$ cat src/rtl/miriscv_int_ctrl_if.sv
// Request/handshake bundle between the peripherals, the CSR file, the core trap
// logic and the interrupt controller.
interface miriscv_int_ctrl_if;
  logic [31:0] int_req_i;
  logic [31:0] mie_i;
  logic        irq_ack_i;
  logic        irq_ret_i;
  logic        irq_o;
  logic [31:0] mcause_o;
  logic [31:0] int_fin_o;

  modport slave (
    input  int_req_i, mie_i, irq_ack_i, irq_ret_i,
    output irq_o, mcause_o, int_fin_o
  );

  modport master (
    output int_req_i, mie_i, irq_ack_i, irq_ret_i,
    input  irq_o, mcause_o, int_fin_o
  );
endinterface

$ cat src/rtl/miriscv_int_ctrl.sv
// Single-level interrupt controller: masks 32 request lines, picks the lowest
// pending line, hands it to the core and pulses a one-hot completion after mret.
module miriscv_int_ctrl (
  input  logic                 clk_i,
  input  logic                 rst_i,
  miriscv_int_ctrl_if.slave    bus
);

  typedef enum logic [1:0] {
    IDLE    = 2'd0,
    REQ     = 2'd1,
    SERVICE = 2'd2,
    FIN     = 2'd3
  } state_t;

  state_t      state;
  logic [4:0]  id;
  logic        irq;
  logic [31:0] mcause;
  logic [31:0] int_fin;

  logic [31:0] pending;
  logic [4:0]  lowest;

  assign pending = bus.int_req_i & bus.mie_i;

  // Scan downwards so the last hit is the lowest-numbered pending line.
  always_comb begin
    lowest = 5'd0;
    for (int i = 31; i >= 0; i--) begin
      if (pending[i]) lowest = 5'(i);
    end
  end

  // Outputs are registered alongside the state so no input reaches them combinationally.
  always_ff @(posedge clk_i or posedge rst_i) begin
    if (rst_i) begin
      state   <= IDLE;
      id      <= 5'd0;
      irq     <= 1'b0;
      mcause  <= 32'd0;
      int_fin <= 32'd0;
    end else begin
      int_fin <= 32'd0;
      case (state)
        IDLE: begin
          if (pending != 32'd0) begin
            state  <= REQ;
            id     <= lowest;
            irq    <= 1'b1;
            mcause <= {1'b1, 26'd0, lowest};
          end
        end
        REQ: begin
          if (bus.irq_ack_i) begin
            state <= SERVICE;
            irq   <= 1'b0;
          end else if (!pending[id]) begin
            // Request withdrawn before the core took it: drop silently.
            state  <= IDLE;
            irq    <= 1'b0;
            mcause <= 32'd0;
          end
        end
        SERVICE: begin
          if (bus.irq_ret_i) begin
            state   <= FIN;
            int_fin <= 32'd1 << id;
          end
        end
        FIN: begin
          state  <= IDLE;
          mcause <= 32'd0;
        end
        default: begin
          state   <= IDLE;
          irq     <= 1'b0;
          mcause  <= 32'd0;
          int_fin <= 32'd0;
        end
      endcase
    end
  end

  assign bus.irq_o     = irq;
  assign bus.mcause_o  = mcause;
  assign bus.int_fin_o = int_fin;

endmodule

$ cat src/flat_wrapper.sv
// flat-port wrapper written by rule: the top's interface ports become plain ports
module miriscv_int_ctrl_flat 
  (clk_i, rst_i, bus_int_req_i, bus_mie_i, bus_irq_ack_i, bus_irq_ret_i, bus_irq_o, bus_mcause_o, bus_int_fin_o);
  miriscv_int_ctrl_if bus_i ();
  input  logic clk_i;
  input  logic rst_i;
  input wire logic [$bits(bus_i.int_req_i)-1:0] bus_int_req_i;
  input wire logic [$bits(bus_i.mie_i)-1:0] bus_mie_i;
  input wire logic [$bits(bus_i.irq_ack_i)-1:0] bus_irq_ack_i;
  input wire logic [$bits(bus_i.irq_ret_i)-1:0] bus_irq_ret_i;
  output wire logic [$bits(bus_i.irq_o)-1:0] bus_irq_o;
  output wire logic [$bits(bus_i.mcause_o)-1:0] bus_mcause_o;
  output wire logic [$bits(bus_i.int_fin_o)-1:0] bus_int_fin_o;
  assign bus_i.int_req_i = bus_int_req_i;
  assign bus_i.mie_i = bus_mie_i;
  assign bus_i.irq_ack_i = bus_irq_ack_i;
  assign bus_i.irq_ret_i = bus_irq_ret_i;
  assign bus_irq_o = bus_i.irq_o;
  assign bus_mcause_o = bus_i.mcause_o;
  assign bus_int_fin_o = bus_i.int_fin_o;
  miriscv_int_ctrl u_core (.clk_i(clk_i), .rst_i(rst_i), .bus(bus_i));
endmodule
$ cat config.mk
export PLATFORM = sky130hd
export DESIGN_NAME = miriscv_int_ctrl_flat
export DESIGN_NICKNAME = d
export VERILOG_FILES = /design/src/rtl/miriscv_int_ctrl_if.sv /design/src/rtl/miriscv_int_ctrl.sv /design/src/flat_wrapper.sv
export SDC_FILE = /design/constraint.sdc
export NUM_CORES = 1
export LEC_CHECK = 0
export BUFFER_PORTS_ARGS = -buffer_cell sky130_fd_sc_hd__buf_4
export CAP_MARGIN = 10
export CELL_PAD_IN_SITES_DETAIL_PLACEMENT = 0
export CELL_PAD_IN_SITES_GLOBAL_PLACEMENT = 2
export CORE_MARGIN = 8
export CORE_UTILIZATION = 23
export DETAILED_ROUTE_END_ITERATION = 12
export PLACE_DENSITY = 0.76
export SLEW_MARGIN = 30
export SYNTH_ARGS = -nofsm -noshare
export SYNTH_HDL_FRONTEND = slang
export SYNTH_SLANG_ARGS = --single-unit
$ cat constraint.sdc
create_clock -name clk_i -period 2.2 [get_ports clk_i]
set_clock_uncertainty 0.2 [all_clocks]
set_input_delay 0.44 -clock clk_i [delete_from_list [all_inputs] [get_ports clk_i]]
set_output_delay 0.44 -clock clk_i [all_outputs]
set_load 0.05 [all_outputs]
==> flow_summary_export.csv, run 1 <==
group,metric,value,unit
worst_setup_path,max_stage_delay,0.60,ns
place,dpl.cell_count,605,
logic_synthesis,yosys.area.top_type,"dfrtp_1",
routing,vias,2757,
worst_setup_path,worstPathRequired,2.17,ns
grt,grt_pass1_vias,3026,
run_status,status,"complete, but fails checks",
final_layout,finalNonFillerCells,615,
worst_setup_path,critPathSlowestCell,"or4b_4",
logic_synthesis,synth_seq_cells,46,
cts,clock-root-buffer,"clkbuf_16",
worst_setup_path,r2r_cells,7,
timing,setup_ws,-0.006596,ns
timing,fin_crit,2.207,ns
timing,tns,-0.006596,ns
routing,dr.pass1.iters,4,
worst_setup_path,critPathKind,"in2reg",
cts,cts_max_level,2,
worst_setup_path,cp-start-kind,"input port",
timing,tightest_slew,0.5549,ns
grt,antenna_found_initial,0,
cts,clkLatencyLatePin,0.28,ns
final_layout,layout-drive-gt1-share,0.4597,
grt,grt_overflow,0,
logic_synthesis,yosysTopAreaCellShare,0.4228,
run_status,violations,"negative setup slack",
routing,ant_nets,0,
cts,clk_path_buf_depth,2,
place,dp_slack,-0.3367,ns
logic_synthesis,syn_area_per_cell,9.198,um2
hold_path,hold_path_class,"in2async",
die,dieArea,15580,um2
routing,drc,0,
logic_synthesis,synth.cell_area,2723,um2
grt,grt_pass1_wl,15.04,mm
cts,cts_buffers,5,
worst_setup_path,cp_data_arrival_time,2.18,ns
logic_synthesis,synthTopCellsByArea,"dfrtp_1, buf_4, nand2_1, nor2_1, mux4_2",
final_layout,area_growth,59.65,%
timing,rsz0062_at_grt,"yes",
logic_synthesis,async_flop_share,1.000,
logic_synthesis,ys_warn_count,0,
timing,post-route-period-util,1.003,
final_layout,fillerInstances,1171,
routing,wl,9.240,mm
routing,wl_per_cell,15.02,um
final_layout,diodes,0,
timing,max_freq,453.2,MHz
timing,maxSlewViolCount,0,
grt,grt_use_total,0.1158,
routing,drtIter0Drc,152,
worst_setup_path,crit_fanout,8,
pwr,vdd_drop_max,0.4343,mV
logic_synthesis,postSynthCellCount,296,
place,globalplace.congestion,0.7900,
die,chipHeight,124.8,um
cts,path_clk_slew,0.06,ns
cts,clock_sinks,46,
die,die_w,124.8,um
worst_setup_path,cp.depth,7,
logic_synthesis,synthTopCellsByCount,"dfrtp_1, nand2_1, nor2_1, buf_4, a22oi_1",
routing,viasPerCell,4.483,
die,core_area,11470,um2
timing,slew_headroom,0.6301,
logic_synthesis,synth_cell_types,47,
die,start_util,0.2374,
die,boundaryPins,133,
grt,grt_max_degree,47,
place,port_buffers,106,
worst_setup_path,path_buf_inv,1,
final_layout,nNetsFinal,539,
logic_synthesis,synth_edf_count,0,
die,num_rows,39,
worst_setup_path,crit_chain,"buf_6 > a22o_1 > or4b_4 > o41a_4 > nand3_2 > a21oi_2 > a211o_1",
cts,cts_tree,"yes",
cts,postCtsHoldBufs,0,
place,place_hpwl,7.821,mm
worst_setup_path,end_kind,"flip-flop",
pwr,powerDensity,894.4,nW/um2
logic_synthesis,synth_ff_type,"dfrtp_1",
flow_run,maxCapViolCount,0,
pwr,p_leak,2.198,nW
timing,hold_violations,0,
logic_synthesis,synth-seq-area-share,0.4228,
worst_setup_path,path_delay_family,"compound AO/OA/AOI/OAI gates",
timing,setup_viol,1,
metrics by stage:
stage                     power, mW  hold slack (ns)    util  instance area (um2)
after floorplan               2.248           0.3698       -                 2834
after global placement        2.993           0.3342  0.3580                 4105
after detailed placement      3.009           0.3263  0.3580                 4105
after CTS                     3.784           0.1147  0.3732                 4279
after global routing          4.129           0.1518  0.3791                 4347
final                         3.888          0.09853  0.3791                 4347
cells by family after synthesis:
| logic type | Yosys count | synth area share |
|---|---|---|
| flip-flops | 46 | 0.4228 |
| other | 1 | 0.001377 |
| multiplexers | 8 | 0.06204 |
| AO/OA/AOI/OAI | 65 | 0.1958 |
| AND/OR/NAND/NOR | 134 | 0.2233 |
| buffers and inverters | 42 | 0.09467 |
layout by cell type, fill, tap and decap left out, drive strengths merged, types with 2 or more instances in the layout:
master | Yosys | routed
buf | 29 | 179
nand2 | 46 | 46
dfrtp | 46 | 46
nor2 | 43 | 43
conb | 1 | 26
a22oi | 16 | 16
nand3 | 15 | 15
nor2b | 8 | 8
mux4 | 7 | 7
o21ai | 7 | 7
inv | 6 | 5
clkbuf | 7 | 5
a21oi | 5 | 5
a22o | 4 | 4
and3 | 4 | 4
nor3b | 4 | 4
a211o | 4 | 4
a21o | 4 | 4
o2111ai | 3 | 3
nand4 | 3 | 3
a32o | 3 | 3
and2 | 3 | 3
o211ai | 3 | 3
clkinv | 0 | 3
nand2b | 2 | 2
nor3 | 2 | 2
a311o | 2 | 2
a31o | 2 | 2
o41ai | 2 | 2
cell type report:
class	count	area [um2]	share of cell area
Sequential cell	46	1151	0.2648
Multi-Input combinational cell	233	1481	0.3408
Inverter	6	22.52	0.005181
Clock buffer	5	125.1	0.02879
Timing Repair Buffer	179	1366	0.3143
Tap cell	143	178.9	0.04116
Clock inverter	3	21.27	0.004893
where the power goes:
| group | total, mW | switching, mW | internal [mW] | leakage [nW] |
|---|---|---|---|---|
| combinational | 2.10 | 1.15 | 0.950 | 1.50 |
| clock | 0.733 | 0.313 | 0.420 | 0.0698 |
| sequential | 1.05 | 0.0892 | 0.964 | 0.624 |
path summary, 6_finish.rpt:
| check | start | endpoint | slack [ns] |
|---|---|---|---|
| max in group asynchronous | rst_i | u_core.bus.int_fin_o[11] | 1.33 |
| min in group clk_i | bus_irq_ack_i | u_core.state[0] | 0.23 |
| worst min register to register | u_core.bus.mcause_o[4] | u_core.bus.mcause_o[4] | 0.34 |
| worst max-delay path | bus_mie_i[26] | u_core.bus.mcause_o[0] | -0.007 |
| worst max register to register | u_core.id[1] | u_core.bus.mcause_o[31] | 0.05 |
| worst min-delay path | rst_i | u_core.bus.int_fin_o[9] | 0.1 |
worst register-to-register path, cell delays in order, from the launching register on:
cell and delay (ns):
dfrtp_1 0.40, buf_6 0.14, mux4_2 0.35, o22ai_2 0.08, nor3_2 0.23, a22oi_1 0.10
buf_4 0.17, a311o_2 0.35
registers in the layout, summed over array words and instances, names as in the netlist, named ones only:
register              cells
u_core.bus.int_fin_o     32
u_core.bus.mcause_o       6
u_core.id                 5
u_core.bus.irq_o          1
u_core.state              1
what timing repair did:
action / in CTS / in global routing
buffers inserted: 0 / 2
cloned: 0 / 0
endpoints found under the hold margin: 0 / 0
endpoints found under the setup margin: 5 / 8
pin swaps: 3 / 7
resized for setup: 7 / 11
per-layer routing:
metal | vias to the layer above | share of wire | GRT usage
li1 | 1361 | - | -
met1 | 1302 | 0.44 | 0.1423
met2 | 88 | 0.50 | 0.2015
met3 | 6 | 0.050 | 0.02894
met4 | 0 | 0.0063 | 0.01914
met5 | - | 0 | 0
(Power assumes the default switching activity.)
==> inputs of run 2 (changes only) <==
CORE_UTILIZATION = 26   (was 23)
PLACE_DENSITY = 0.81   (was 0.76)
clock period = 2.53 ns   (was 2.2 ns; I/O delays follow)
==> run 2 against run 1 <==
The flow now finishes without violations. Non-clock buffer count is 35 lower. Combinational power is 25% lower. Clock power is 37% lower. Via count is 5.5% lower. Sequential share of layout area is 2.7 points higher. Register-to-register slack better by 0.20 ns. Utilization is 0.59 points higher. Critical endpoint is now u_core.bus.mcause_o[1]. Highest routed layer unchanged.
==> flow_summary_export.csv, run 2 (synthesis gave the netlist of run 1 again) <==
group,metric,value,unit
die,start_util,0.2661,
timing,hold_violations,0,
cts,cts_tree,"yes",
timing,setup_viol,0,
timing,fin_crit,2.402,ns
final_layout,final_cell_mix,"buf_4, nand2_1, dfrtp_1, nor2_1, conb_1",
grt,grt_pass1_wl,13.97,mm
routing,drc,0,
cts,postCtsHoldBufs,0,
place,dp_slack,-0.2025,ns
final_layout,largest_reg_flops,32,
hold_path,hold_path_class,"in2async",
pwr,vdd_drop_max,0.3265,mV
run_status,status,"finished clean",
routing,dr.pass1.iters,4,
die,chipHeight,118.3,um
cts,cts_buffers,5,
cts,clkLatencyLatePin,0.30,ns
place,port_buffers,106,
place,dpl.cell_count,565,
timing,slew_headroom,0.5428,
place,globalplace.congestion,0.7722,
grt,antenna_found_initial,0,
final_layout,layout-drive-gt1-share,0.3890,
grt,grt_use_total,0.1194,
timing,setup_ws,0.1284,ns
pwr,totalPowerFinal,2.950,mW
final_layout,diodes,0,
routing,wl_per_cell,14.92,um
worst_setup_path,critPathKind,"in2reg",
grt,grt_pass1_vias,2826,
final_layout,nNetsFinal,504,
grt,grt_max_degree,21,
routing,viasPerCell,4.546,
worst_setup_path,path_delay_family,"compound AO/OA/AOI/OAI gates",
worst_setup_path,worstPathRequired,2.53,ns
cts,clock_sinks,46,
timing,tightest_slew,0.6816,ns
worst_setup_path,crit_chain,"buf_4 > a22o_1 > or4b_4 > o41a_4 > nand3_1 > nor3_1 > a211o_1",
timing,maxSlewViolCount,0,
die,boundaryPins,133,
worst_setup_path,cp_data_arrival_time,2.40,ns
routing,ant_nets,0,
timing,max_freq,416.4,MHz
worst_setup_path,crit_fanout,8,
worst_setup_path,end_kind,"flip-flop",
final_layout,finalNonFillerCells,573,
worst_setup_path,max_stage_delay,0.60,ns
die,core_area,10230,um2
place,place_hpwl,7.309,mm
cts,clk_path_buf_depth,2,
die,die_w,118.3,um
final_layout,area_growth,44.67,%
cts,path_clk_slew,0.10,ns
flow_run,maxCapViolCount,0,
routing,drtIter0Drc,112,
timing,rsz0062_at_grt,"no",
cts,cts_resized,0,
timing,tns,0,ns
timing,holdWs,0.02105,ns
cts,post_cts_buffers,0,
cts,clock-root-buffer,"clkbuf_8",
final_layout,layout_commonest_cell,"buf_4",
worst_setup_path,path_buf_inv,1,
pwr,p_leak,1.984,nW
timing,post-route-period-util,0.9493,
pwr,powerDensity,748.9,nW/um2
die,dieArea,14000,um2
cts,cts_max_level,2,
grt,grt_overflow,0,
worst_setup_path,critPathSlowestCell,"or4b_4",
worst_setup_path,cp-start-kind,"input port",
die,num_rows,37,
routing,wl,8.550,mm
routing,vias,2605,
-- run 2: cell count changes in the layout (fill, tap and decap cells not counted), sizes merged --
cell,before,now
buf,179,144
clkinv,3,2
inv,5,6
-- run 2: path summary, 6_finish.rpt --
kind	from	endpoint	slack (ns)	depth (start not counted)
worst min register to register	u_core.bus.mcause_o[4]	u_core.bus.mcause_o[4]	0.35	1
worst max register to register	u_core.id[1]	u_core.bus.mcause_o[31]	0.25	7
min in group clk_i	bus_irq_ack_i	flip-flop	0.27	3
max in group asynchronous	rst_i	u_core.bus.int_fin_o[28]	1.48	3
worst min-delay path	rst_i	u_core.id[3]	0.02	2
worst max-delay path	bus_int_req_i[24]	u_core.bus.mcause_o[1]	0.13	7
-- run 2: final cells by class --
cell class | instances | area [um2]
Sequential cell | 46 | 1151
Fill cell | 1055 | 6292
Multi-Input combinational cell | 233 | 1408
Timing Repair Buffer | 144 | 1094
Tap cell | 136 | 170.2
Clock inverter | 3 | 25.02
Clock buffer | 5 | 68.82
Inverter | 6 | 22.52
-- run 2: through the flow --
step / cell area, um2 / utilization
final: 3939 / 0.3850
after global routing: 3939 / 0.3850
after CTS: 3939 / 0.3850
after detailed placement: 3845 / 0.3758
after global placement: 3845 / 0.3758
after floorplan: 2816 / -
-- run 2: layer usage --
metal,vias to the layer above,global-route usage,part of all wire
li1,1294,-,-
met1,1218,0.1506,0.45
met2,89,0.2018,0.49
met3,4,0.03427,0.058
met4,0,0.01761,0.0044
met5,-,0,0
-- run 2: power by group --
part | total, mW | internal, mW | switching, mW
logic | 1.57 | 0.671 | 0.895
clock network | 0.462 | 0.200 | 0.262
registers | 0.921 | 0.837 | 0.0847
-- run 2: worst register-to-register path, delay by kind of cell (launching register included) --
| kind | cells | cell delay (ns) |
|---|---|---|
| AOI/OAI and AO/OA | 3 | 0.56 |
| DFF | 1 | 0.47 |
| buffers and inverters | 2 | 0.35 |
| muxes | 1 | 0.34 |
| and+or+nand+nor | 1 | 0.25 |
